### src/rtl/ssd_pkg.sv
//------------------------------------------------------------------------------
// ssd_pkg: shared constants and helpers for the 4-digit seven-segment driver.
// Revision: 1.0
//------------------------------------------------------------------------------
`default_nettype none

package ssd_pkg;

    localparam int DIGITS = 4;

    typedef logic [1:0] digit_idx_t;

    // Active-low cathode patterns, bit order {g,f,e,d,c,b,a}
    localparam logic [6:0] SEG_0    = 7'b1000000;
    localparam logic [6:0] SEG_1    = 7'b1111001;
    localparam logic [6:0] SEG_2    = 7'b0100100;
    localparam logic [6:0] SEG_3    = 7'b0110000;
    localparam logic [6:0] SEG_4    = 7'b0011001;
    localparam logic [6:0] SEG_5    = 7'b0010010;
    localparam logic [6:0] SEG_6    = 7'b0000010;
    localparam logic [6:0] SEG_7    = 7'b1111000;
    localparam logic [6:0] SEG_8    = 7'b0000000;
    localparam logic [6:0] SEG_9    = 7'b0010000;
    localparam logic [6:0] SEG_DASH = 7'b0111111;

    localparam logic [6:0]        SEG_OFF = 7'h7F;
    localparam logic [DIGITS-1:0] AN_OFF  = 4'hF;

    // A digit is a leading zero when it and every more-significant nibble are
    // zero; digit 0 never qualifies, and a lit decimal point keeps it visible.
    function automatic logic digit_lz_blank(input logic [15:0]       bcd,
                                            input logic [DIGITS-1:0] dpv,
                                            input digit_idx_t        idx);
        logic [DIGITS-1:0] zero_from;
        zero_from[3] = (bcd[15:12] == 4'h0);
        zero_from[2] = zero_from[3] & (bcd[11:8] == 4'h0);
        zero_from[1] = zero_from[2] & (bcd[7:4]  == 4'h0);
        zero_from[0] = 1'b0;
        return zero_from[idx] & ~dpv[idx];
    endfunction

endpackage : ssd_pkg

`default_nettype wire

### src/rtl/ssd_scan_driver_bcd_to_seg7.sv
//------------------------------------------------------------------------------
// bcd_to_seg7: combinational BCD nibble to active-low segment pattern.
// Revision: 1.0
//------------------------------------------------------------------------------
`default_nettype none

module bcd_to_seg7
    import ssd_pkg::*;
(
    input  logic [3:0] nibble_i,
    output logic [6:0] seg_o
);

    always_comb begin
        seg_o = SEG_DASH;
        case (nibble_i)
            4'd0:    seg_o = SEG_0;
            4'd1:    seg_o = SEG_1;
            4'd2:    seg_o = SEG_2;
            4'd3:    seg_o = SEG_3;
            4'd4:    seg_o = SEG_4;
            4'd5:    seg_o = SEG_5;
            4'd6:    seg_o = SEG_6;
            4'd7:    seg_o = SEG_7;
            4'd8:    seg_o = SEG_8;
            4'd9:    seg_o = SEG_9;
            default: seg_o = SEG_DASH;
        endcase
    end

endmodule : bcd_to_seg7

`default_nettype wire

### src/rtl/ssd_scan_driver.sv
//------------------------------------------------------------------------------
// ssd_scan_driver: multiplexed common-anode 4-digit display driver with
// frame-latched input, ghost blanking and leading-zero suppression.
// Revision: 1.0
//------------------------------------------------------------------------------
`default_nettype none

module ssd_scan_driver
    import ssd_pkg::*;
#(
    parameter int REFRESH_DIV  = 100000,
    parameter int BLANK_CYCLES = 1000,
    parameter int LZ_BLANK     = 1
) (
    input  logic              clk_100MHz,
    input  logic              reset,
    input  logic              enable,
    input  logic [15:0]       bcd_in,
    input  logic [DIGITS-1:0] dp_in,
    output logic [DIGITS-1:0] an,
    output logic [6:0]        seg,
    output logic              dp,
    output logic              frame_tick
);

    localparam int              PW      = $clog2(REFRESH_DIV);
    localparam logic [PW-1:0]   P_LAST  = PW'(REFRESH_DIV - 1);
    localparam logic [PW-1:0]   P_BLANK = PW'(BLANK_CYCLES);

    logic [PW-1:0]       p_q, p_d;
    digit_idx_t          idx_q, idx_d;
    logic [15:0]         shadow_bcd_q, shadow_bcd_d;
    logic [DIGITS-1:0]   shadow_dp_q, shadow_dp_d;
    logic                frame_tick_q, frame_tick_d;
    logic [DIGITS-1:0]   an_q, an_d;
    logic [6:0]          seg_q, seg_d;
    logic                dp_q, dp_d;

    logic                slot_end;
    logic                frame_latch;
    logic                lz_blank;
    logic                lit;
    logic [3:0]          nibble;
    logic [6:0]          seg_pattern;

    bcd_to_seg7 u_bcd_to_seg7 (
        .nibble_i (nibble),
        .seg_o    (seg_pattern)
    );

    always_comb begin
        slot_end    = (p_q == P_LAST);
        frame_latch = slot_end && (idx_q == 2'd3);

        p_d   = slot_end ? '0 : p_q + 1'b1;
        idx_d = slot_end ? idx_q + 2'd1 : idx_q;

        shadow_bcd_d = frame_latch ? bcd_in : shadow_bcd_q;
        shadow_dp_d  = frame_latch ? dp_in  : shadow_dp_q;
        frame_tick_d = frame_latch;

        // Outputs track the current scan state, so they lag it by one cycle
        nibble   = shadow_bcd_q[{idx_q, 2'b00} +: 4];
        lz_blank = (LZ_BLANK != 0) && digit_lz_blank(shadow_bcd_q, shadow_dp_q, idx_q);
        lit      = enable && (p_q >= P_BLANK) && !lz_blank;

        an_d  = lit ? ~(4'b0001 << idx_q) : AN_OFF;
        seg_d = lit ? seg_pattern : SEG_OFF;
        dp_d  = lit ? ~shadow_dp_q[idx_q] : 1'b1;
    end

    always_ff @(posedge clk_100MHz) begin
        if (reset) begin
            p_q          <= '0;
            idx_q        <= 2'd0;
            shadow_bcd_q <= 16'h0000;
            shadow_dp_q  <= 4'h0;
            frame_tick_q <= 1'b0;
            an_q         <= AN_OFF;
            seg_q        <= SEG_OFF;
            dp_q         <= 1'b1;
        end else begin
            p_q          <= p_d;
            idx_q        <= idx_d;
            shadow_bcd_q <= shadow_bcd_d;
            shadow_dp_q  <= shadow_dp_d;
            frame_tick_q <= frame_tick_d;
            an_q         <= an_d;
            seg_q        <= seg_d;
            dp_q         <= dp_d;
        end
    end

    assign an         = an_q;
    assign seg        = seg_q;
    assign dp         = dp_q;
    assign frame_tick = frame_tick_q;

endmodule : ssd_scan_driver

`default_nettype wire

### config.mk
export PLATFORM = sky130hd
export DESIGN_NAME = ssd_scan_driver
export DESIGN_NICKNAME = d
export VERILOG_FILES = /design/src/rtl/ssd_pkg.sv /design/src/rtl/ssd_scan_driver_bcd_to_seg7.sv /design/src/rtl/ssd_scan_driver.sv
export SDC_FILE = /design/constraint.sdc
export NUM_CORES = 1
export LEC_CHECK = 0
export CORE_MARGIN = 5
export CORE_UTILIZATION = 45
export DETAILED_ROUTE_END_ITERATION = 10
export GPL_ROUTABILITY_DRIVEN = 0
export PLACE_DENSITY = 0.74
export SLEW_MARGIN = 5
export SYNTH_ARGS = -nofsm -noshare
export SYNTH_HDL_FRONTEND = slang
export SYNTH_SLANG_ARGS = --single-unit
### constraint.sdc
create_clock -name clk_100MHz -period 2.3 [get_ports clk_100MHz]
set_input_delay 0.23 -clock clk_100MHz [delete_from_list [all_inputs] [get_ports clk_100MHz]]
set_output_delay 0.23 -clock clk_100MHz [all_outputs]
set_load 0.05 [all_outputs]
==> reports/qor.yml, run 1 <==
cp.required_ns: 2.49
ff_latch_area_um2: 1040
area_growth_pct: 21.5
die-area_um2: 6910
fin_setup_tns_ns: 0
timing.final.crit_share_pct: 90.0
final_util_pct: 56.9
end_kind: "flop"
drtAntennaViolNets: 0
p_per_area_nw_per_um2: 509
nFillCells: 517
ios: 36
status: "complete, no violations"
vias_per_cell: 5.27
dp_slack_ns: 0.227
overflow: 0
r2r_setup_slack_ns: 0.23
synth_ff_type: "dfxtp_1"
clockRootBuffer: "clkbuf_8"
synth_nets: 306
dp_hpwl_mm: 3.69
route.vias.total: 1976
ir_drop_uv: 352
die_w_um: 83.1
cts_setup_buffers: 0
drv_cap: 0
worstPathMaxFanout: 22
ys_warn_count: 0
clk_latency_ns: 0.30
io_buffers: 35
clk_path_buf_depth: 2
tightest_slew_ns: 0.922
cp_data_arrival_time_ns: 2.26
hold_violations: 0
drt_iter0_drc: 68
setup_viol: 0
fp.dieH_um: 83.1
whs_ns: 0.474
grt_usage_pct: 14.3
cts_resized: 0
netlist_area_um2: 2410
dp_cells: 367
wl_per_cell_um: 13.3
fmax_ghz: 0.483
synth_top_cell_by_area: "dfxtp_1"
cts_made_buffers: 5
clk_pin_slew_ns: 0.08
nets: 338
synth_edf_count: 0
synth.distinct_cells: 39
wl_mm: 4.98
grt_start_max_net_pins: 25
synth_area_leaders: "dfxtp_1, nand3_1, ha_1, o21ai_0, a21oi_1"
ys_seq_elements: 52
cts_sinks: 52
final_cells: 375
synth_area_per_cell_um2: 8.85
placed_area_um2: 2830
grt_first_pass_wirelength_mm: 8.19
ys_async_sr_fraction_pct: 0
grt_pass1_vias: 1821
h-tree-depth: 2
synth_top_area_share_pct: 43.3
period_minus_slack_ns: 2.07
cts_hold_buffers: 0
p_leak_nw: 0.983
grt_antenna_before_repair: 0
rsz0062_at_grt: "false"
multi_input_area_um2: 1230
start_util_pct: 46.8
cts_tree: "done"
rows: 26
finalClockSkew_ns: 0.00514
drc: 0
core_um2: 5140
drive_gt1_share_pct: 8.20
yosysSeqAreaShare_pct: 43.3
crit_path_start_kind: "flop"
synthTopCellsByCount: "dfxtp_1, nand3_1, o21ai_0, a21oi_1, nor2_1"
slew_violations: 0
path_class: "flop to flop"
hold_path.class: "flop to flop"
n_antenna_cell: 0
power_mw: 1.49
yosysMostFrequentCell: "dfxtp_1"
drtPass1Iterations: 4
syn_inst: 272
fin_area_um2: 2920
slew_headroom_pct: 38.5
worst_slack_ns: 0.231
-- cells in the final DEF, fill, tap and decap left out, types with 4 or more instances in the layout --
cell type and n:
nor3_1 4, dfxtp_1 52, nand3_1 33, nand4_1 7, buf_4 10, nor4_1 4, nor2_1 23, o21ai_0 26
clkdlybuf4s50_1 35, inv_1 12, ha_1 11, xnor2_1 9, mux4_2 5, nand2_1 7, a21oi_1 25, xor2_1 5
clkbuf_8 6
-- power by group --
part / internal, mW / leakage, nW / total [mW] / switching [mW]
clock network: 0.246 / 0.0455 / 0.520 / 0.274
registers: 0.904 / 0.420 / 0.909 / 0.00504
logic: 0.0403 / 0.518 / 0.0606 / 0.0204
total: 1.19 / 0.983 / 1.49 / 0.300
-- worst paths after layout --
kind	to	cells past startpoint	startpoint
max reg2reg	p_q[16]	5	p_q[13]
max	p_q[16]	5	p_q[13]
min reg2reg	p_q[0]	1	p_q[0]
min	p_q[0]	1	p_q[0]
-- critical path: stages (launching register included) --
cell,delay [ns]
dfxtp_1,0.36
or4_4,0.58
or4_4,0.62
nand2b_1,0.12
buf_4,0.21
nor2_1,0.07
-- state kept, by name (all words and copies together) (netlist names) --
name	cells
shadow_bcd_q	16
seg	7
dp	1
p_q	17
shadow_dp_q	4
idx_q	2
frame_tick	1
an	4
-- per-layer routing --
metal  part of all wire [%]  track usage, %  up-vias
met4                    1.5            5.65        0
met3                    3.4            3.17        5
li1                       -               -     1019
met5                      0               0        -
met2                     49            24.3       36
met1                     46            17.6      916
-- cell families (layout without fill, tap and decap cells) --
kind of cell             Yosys count  count (layout)  share of synthesized area (%)
XOR/XNOR                          14              14                           5.10
multiplexers                       6               6                           5.10
adder cells (fa/ha/maj)           11              11                           5.72
AO/OA/AOI/OAI                     59              59                           13.1
AND/OR/NAND/NOR                   98              98                           21.9
buffers and inverters             32              65                           5.77
flip-flops                        52              52                           43.3
-- area by class of cell --
cell class	count	area share, %
Multi-Input combinational cell	188	42.2
Inverter	12	1.54
Clock buffer	8	3.08
Timing Repair Buffer	45	14.5
Sequential cell	52	35.6
Tap cell	70	3.00
Note: power is estimated with default switching activity, not from simulation.
==> inputs of run 2 (changes only) <==
--- a/config.mk
+++ b/config.mk
@@ -5,11 +5,13 @@
 export SDC_FILE = /design/constraint.sdc
 export NUM_CORES = 1
 export LEC_CHECK = 0
+export ABC_AREA = 1
 export CORE_MARGIN = 5
 export CORE_UTILIZATION = 45
 export DETAILED_ROUTE_END_ITERATION = 10
 export GPL_ROUTABILITY_DRIVEN = 0
-export PLACE_DENSITY = 0.74
+export PLACE_DENSITY = 0.73
+export REMOVE_ABC_BUFFERS = 1
 export SLEW_MARGIN = 5
 export SYNTH_ARGS = -nofsm -noshare
 export SYNTH_HDL_FRONTEND = slang
==> run 2 against run 1 <==
Net effect:
- utilization down 3.3 points
- synthesized cell count increased by 58%
- clock-buffer cell count fell by 2
- wire length grew 21%
- critical endpoint is now shadow_dp_q[0]
- flip-flop and latch count stayed put
- worst setup slack improved by 0.35 ns
- sequential share of layout area is 4.5 points lower
- cell count up 45%
- clock power down 4.4%
- synthesized area increased by 19%
- highest routed layer unchanged
- non-clock buffer count decreased by 4
- critical path type unchanged
==> reports/qor.yml, run 2 <==
h-tree-depth: 2
core_um2: 6240
timing.final.crit_share_pct: 74.9
largest_register_ffs: 17
yosys.area_share.simple_pct: 39.4
rsz0062_at_grt: "false"
cts_setup_buffers: 0
period_minus_slack_ns: 1.72
power_mw: 1.48
ios: 36
synth.distinct_cells: 27
finalClockSkew_ns: 0.00903
synthTopCellsByCount: "nand2_1, inv_1, nor2_1, dfxtp_1, nand4_1"
die_w_um: 89.6
netlist_area_um2: 2850
clockRootBuffer: "clkbuf_8"
cp_data_arrival_time_ns: 1.93
setup_viol: 0
crit_cells: 9
wl_mm: 6.02
final_util_pct: 53.6
synth_fa_ha_area_share_pct: 4.83
fin_setup_tns_ns: 0
r2r_setup_slack_ns: 0.58
clk_path_buf_depth: 2
cp.required_ns: 2.51
synth_top_family_by_area: "simple AND/OR/NAND/NOR gates"
fmax_ghz: 0.581
synth_area_leaders: "dfxtp_1, nand2_1, inv_1, nor2_1, nand4_1"
hold_depth: 1
drc: 0
cts_hold_buffers: 0
syn_inst: 431
yosysMostFrequentCell: "nand2_1"
area_growth_pct: 17.2
p_per_area_nw_per_um2: 444
critical-path-max-stage-delay_ns: 0.40
ys_warn_count: 0
synth_mux_area_share_pct: 0
ys_seq_elements: 52
synth_top_cell_by_area: "dfxtp_1"
cts_sinks: 52
end_kind: "flop"
synth_top_area_share_pct: 36.5
wl_per_cell_um: 11.1
placed_area_um2: 3270
multi_input_area_um2: 1400
slowest_stage: "dfxtp_1"
ir_drop_uv: 264
mostFrequentLayoutCell: "nand2_1"
synth_area_per_cell_um2: 6.62
die-area_um2: 8030
ff_latch_area_um2: 1040
grt_pass1_vias: 2250
crit_family: "simple AND/OR/NAND/NOR gates"
path_class: "flop to flop"
worstPathMaxFanout: 12
grt_start_max_net_pins: 24
vias_per_cell: 4.79
critPathMostFrequentCell: "nand2_1"
grt_usage_pct: 16.2
path_buf_inv: 2
grt_antenna_before_repair: 0
fin_area_um2: 3340
start_util_pct: 45.7
cts_made_buffers: 5
drive_gt1_share_pct: 5.36
regMostFlops: "p_q"
rows: 29
synth_compound_area_share_pct: 2.33
fp.dieH_um: 89.6
overflow: 0
cts_tree: "done"
final_cell_mix: "nand2_1, inv_1, nor2_1"
rr_worst_depth: 9
slew_violations: 0
route.vias.total: 2602
hold_violations: 0
hold_path.class: "flop to flop"
drt_iter0_drc: 122
nFillCells: 638
slew_headroom_pct: 53.2
synth_ff_type: "dfxtp_1"
grt_first_pass_wirelength_mm: 10.2
status: "complete, no violations"
cts_resized: 0
drtPass1Iterations: 4
drv_cap: 0
clk_latency_ns: 0.31
synthXorXnorAreaFrac_pct: 2.46
yosysSeqAreaShare_pct: 36.5
drtAntennaViolNets: 0
ys_async_sr_fraction_pct: 0
synth_edf_count: 0
io_buffers: 35
nets: 500
p_leak_nw: 1.45
crit_path_start_kind: "flop"
clk_pin_slew_ns: 0.09
tightest_slew_ns: 0.699
crit_chain: "ha_1 > nand3_4 > inv_1 > nand2_1 > nor2_4 > buf_4 > nand4_1 > nand2_1 > nor2_1"
dp_hpwl_mm: 4.33
n_antenna_cell: 0
run 2: cell count changes after synthesis, sizes merged, moves of 9 or more:
cell    previous run  this run
inv               12        88
o21ai             27         4
clkbuf            13         4
xnor2              9         0
nand2              7       113
a21oi             25         7
nand4              7        32
nor2              23        61
run 2: final cells by class:
| class | count | share of cell area, % |
|---|---|---|
| Clock buffer | 6 | 2.17 |
| Clock inverter | 1 | 0.150 |
| Inverter | 89 | 9.99 |
| Multi-Input combinational cell | 277 | 41.8 |
| Sequential cell | 52 | 31.1 |
| Tap cell | 77 | 2.88 |
| Timing Repair Buffer | 41 | 11.8 |
run 2: final timing paths:
path / startpoint / to
worst min-delay path: p_q[0] / p_q[0]
worst max-delay path: p_q[0] / shadow_dp_q[0]
worst min register to register: p_q[0] / p_q[0]
worst max register to register: p_q[0] / shadow_dp_q[0]
run 2: per-stage QoR:
step,setup slack [ns],instances,hold slack (ns)
5_1_grt,0.428,543,0.489
4_1_cts,0.570,543,0.481
3_3_place_gp,0.636,536,0.454
3_5_place_dp,0.583,536,0.478
6_report,0.578,543,0.487
2_1_floorplan,0.259,418,0.302
run 2: metal layers:
metal / wire length [um] / vias up / GRT usage, %
met1: 2990 / 1153 / 21.2
met2: 2690 / 49 / 26.4
met3: 255 / 8 / 3.10
met5: 0 / - / 0
met4: 78 / 0 / 5.95
li1: - / 1392 / -
run 2: cells by family after synthesis:
logic type	Yosys count
flops	52
simple gates	247
compound gates	11
fa+ha+maj	11
buf+inv	102
xor+xnor	8
run 2: worst reg2reg max path, delay by kind of cell, from the launching register on:
kind / cells / cell delay [ns]
flip-flops: 1 / 0.40
adder cells (fa/ha/maj): 1 / 0.25
AND/OR/NAND/NOR: 6 / 0.67
buffers and inverters: 2 / 0.32
run 2: where the power goes:
part / leakage, nW / switching, mW / internal (mW)
clock: 0.0410 / 0.289 / 0.208
combinational: 0.990 / 0.0319 / 0.0456
sequential: 0.420 / 0.00556 / 0.904
==> inputs of run 3 (changes only) <==
--- a/config.mk
+++ b/config.mk
@@ -10,7 +10,7 @@
 export CORE_UTILIZATION = 45
 export DETAILED_ROUTE_END_ITERATION = 10
 export GPL_ROUTABILITY_DRIVEN = 0
-export PLACE_DENSITY = 0.73
+export PLACE_DENSITY = 0.76
 export REMOVE_ABC_BUFFERS = 1
 export SLEW_MARGIN = 5
 export SYNTH_ARGS = -nofsm -noshare
==> constraint.sdc (replaced) <==
create_clock -name clk_100MHz -period 1.5 [get_ports clk_100MHz]
set_input_delay 0.15 -clock clk_100MHz [delete_from_list [all_inputs] [get_ports clk_100MHz]]
set_output_delay 0.15 -clock clk_100MHz [all_outputs]
set_load 0.05 [all_outputs]
==> run 3 against run 2 <==
Net effect:
- wire length grew 8.6%
- die area is the same
- maximum frequency grew 23%
- via count grew 3.2%
- sequential share of layout area shrank 2.5 points
- utilization grew 5.2 points
- non-clock buffer count grew 22
- clock-buffer cell count shrank 1
- first-iteration DRC count grew 26%
- cell count grew 4.2%
- flip-flop and latch count is the same
- largest power group unchanged
- highest routed layer unchanged
==> reports/qor.yml, run 3 (synthesis results as in run 2) <==
fmax_ghz: 0.715
dp_slack_ns: -0.0155
largest_register_ffs: 17
final_cells: 566
dp_cells: 554
p_per_area_nw_per_um2: 687
setup_viol: 0
wl_per_cell_um: 11.5
mostFrequentLayoutCell: "nand2_1"
critical-path-max-stage-delay_ns: 0.39
path_class: "flop to flop"
n_antenna_cell: 0
grt_start_max_net_pins: 24
drv_cap: 0
ir_drop_uv: 430
h-tree-depth: 2
area_growth_pct: 28.7
clk_latency_ns: 0.31
clockRootBuffer: "clkbuf_8"
drc: 0
path_buf_inv: 2
rsz0062_at_grt: "true"
cts_sinks: 52
crit_path_start_kind: "flop"
cp_data_arrival_time_ns: 1.59
core_um2: 6240
p_leak_nw: 1.61
crit_chain: "inv_6 > nand2_2 > nand3_2 > nand2_2 > buf_4 > ha_4 > nand3_2 > nand3_2 > nand4_1"
dp_hpwl_mm: 4.85
slowest_stage: "dfxtp_4"
drtAntennaViolNets: 0
worstPathMaxFanout: 7
final_cell_mix: "nand2_1, inv_1, nor2_1"
grt_pass1_vias: 2431
nets: 522
hold_path.class: "input pin to flop"
cp.required_ns: 1.69
critPathMostFrequentCell: "nand3_2"
tightest_slew_ns: 0.318
power_mw: 2.52
grt_antenna_before_repair: 0
status: "complete, no violations"
grt_first_pass_wirelength_mm: 11.0
io_buffers: 35
slew_headroom_pct: 78.7
regMostFlops: "p_q"
slew_violations: 0
crit_family: "simple AND/OR/NAND/NOR gates"
wl_mm: 6.53
hold_violations: 0
cts_made_buffers: 5
period_minus_slack_ns: 1.40
overflow: 0
die_w_um: 89.6
worst_slack_ns: 0.100
end_kind: "flop"
grt_usage_pct: 17.1
ios: 36
cts_tree: "done"
start_util_pct: 45.7
finalClockSkew_ns: 0.0148
fp.dieH_um: 89.6
whs_ns: 0.423
clk_path_buf_depth: 2
clk_pin_slew_ns: 0.10
rows: 29
r2r_setup_slack_ns: 0.10
timing.final.crit_share_pct: 93.3
drive_gt1_share_pct: 18.0
final_util_pct: 58.8
die-area_um2: 8030
drt_iter0_drc: 154
drtPass1Iterations: 4
route.vias.total: 2684
vias_per_cell: 4.74
run 3: through the flow:
stage,setup TNS [ns],cell area (um2)
finish,0,3670
global placement,0,3410
CTS,0,3540
global route,-0.0388,3670
detailed placement,-0.0155,3410
floorplan,-13.57,2770
run 3: layout make-up:
class | instances | area (um2)
Inverter | 89 | 339
Sequential cell | 52 | 1050
Clock buffer | 5 | 68.8
Tap cell | 77 | 96.3
Clock inverter | 3 | 46.3
Timing Repair Buffer | 63 | 573
Multi-Input combinational cell | 277 | 1500
Fill cell | 589 | 2570
run 3: report_power, final:
group / internal, mW / switching (mW)
Clock: 0.503 / 0.488
Combinational: 0.0816 / 0.0533
Sequential: 1.39 / 0.00811
Total: 1.97 / 0.549
run 3: timing repair:
item	in CTS	in global routing
setup buffers	1	3
setup endpoints to repair	6	50
endpoints found under the hold margin	0	0
pin swaps	0	5
resized for setup	2	33
hold buffers	0	0
run 3: worst register-to-register path, cell delays in order (launching register included):
cell	delay [ns]
dfxtp_4	0.39
inv_6	0.09
nand2_2	0.06
nand3_2	0.06
nand2_2	0.06
buf_4	0.15
ha_4	0.26
nand3_2	0.08
nand3_2	0.06
nand4_1	0.08
run 3: path summary, 6_finish.rpt:
kind	startpoint	end	depth (start not counted)
worst max-delay path	idx_q[0]	seg[3]	9
worst min-delay path	reset	frame_tick	2
worst max register to register	idx_q[0]	seg[3]	9
worst min register to register	shadow_dp_q[2]	shadow_dp_q[2]	4
run 3: per-layer routing:
metal | GRT usage (%) | part of all wire (%)
met4 | 5.01 | 1.1
met5 | 0 | 0
met1 | 22.5 | 46
met3 | 3.38 | 6.2
met2 | 28.3 | 46
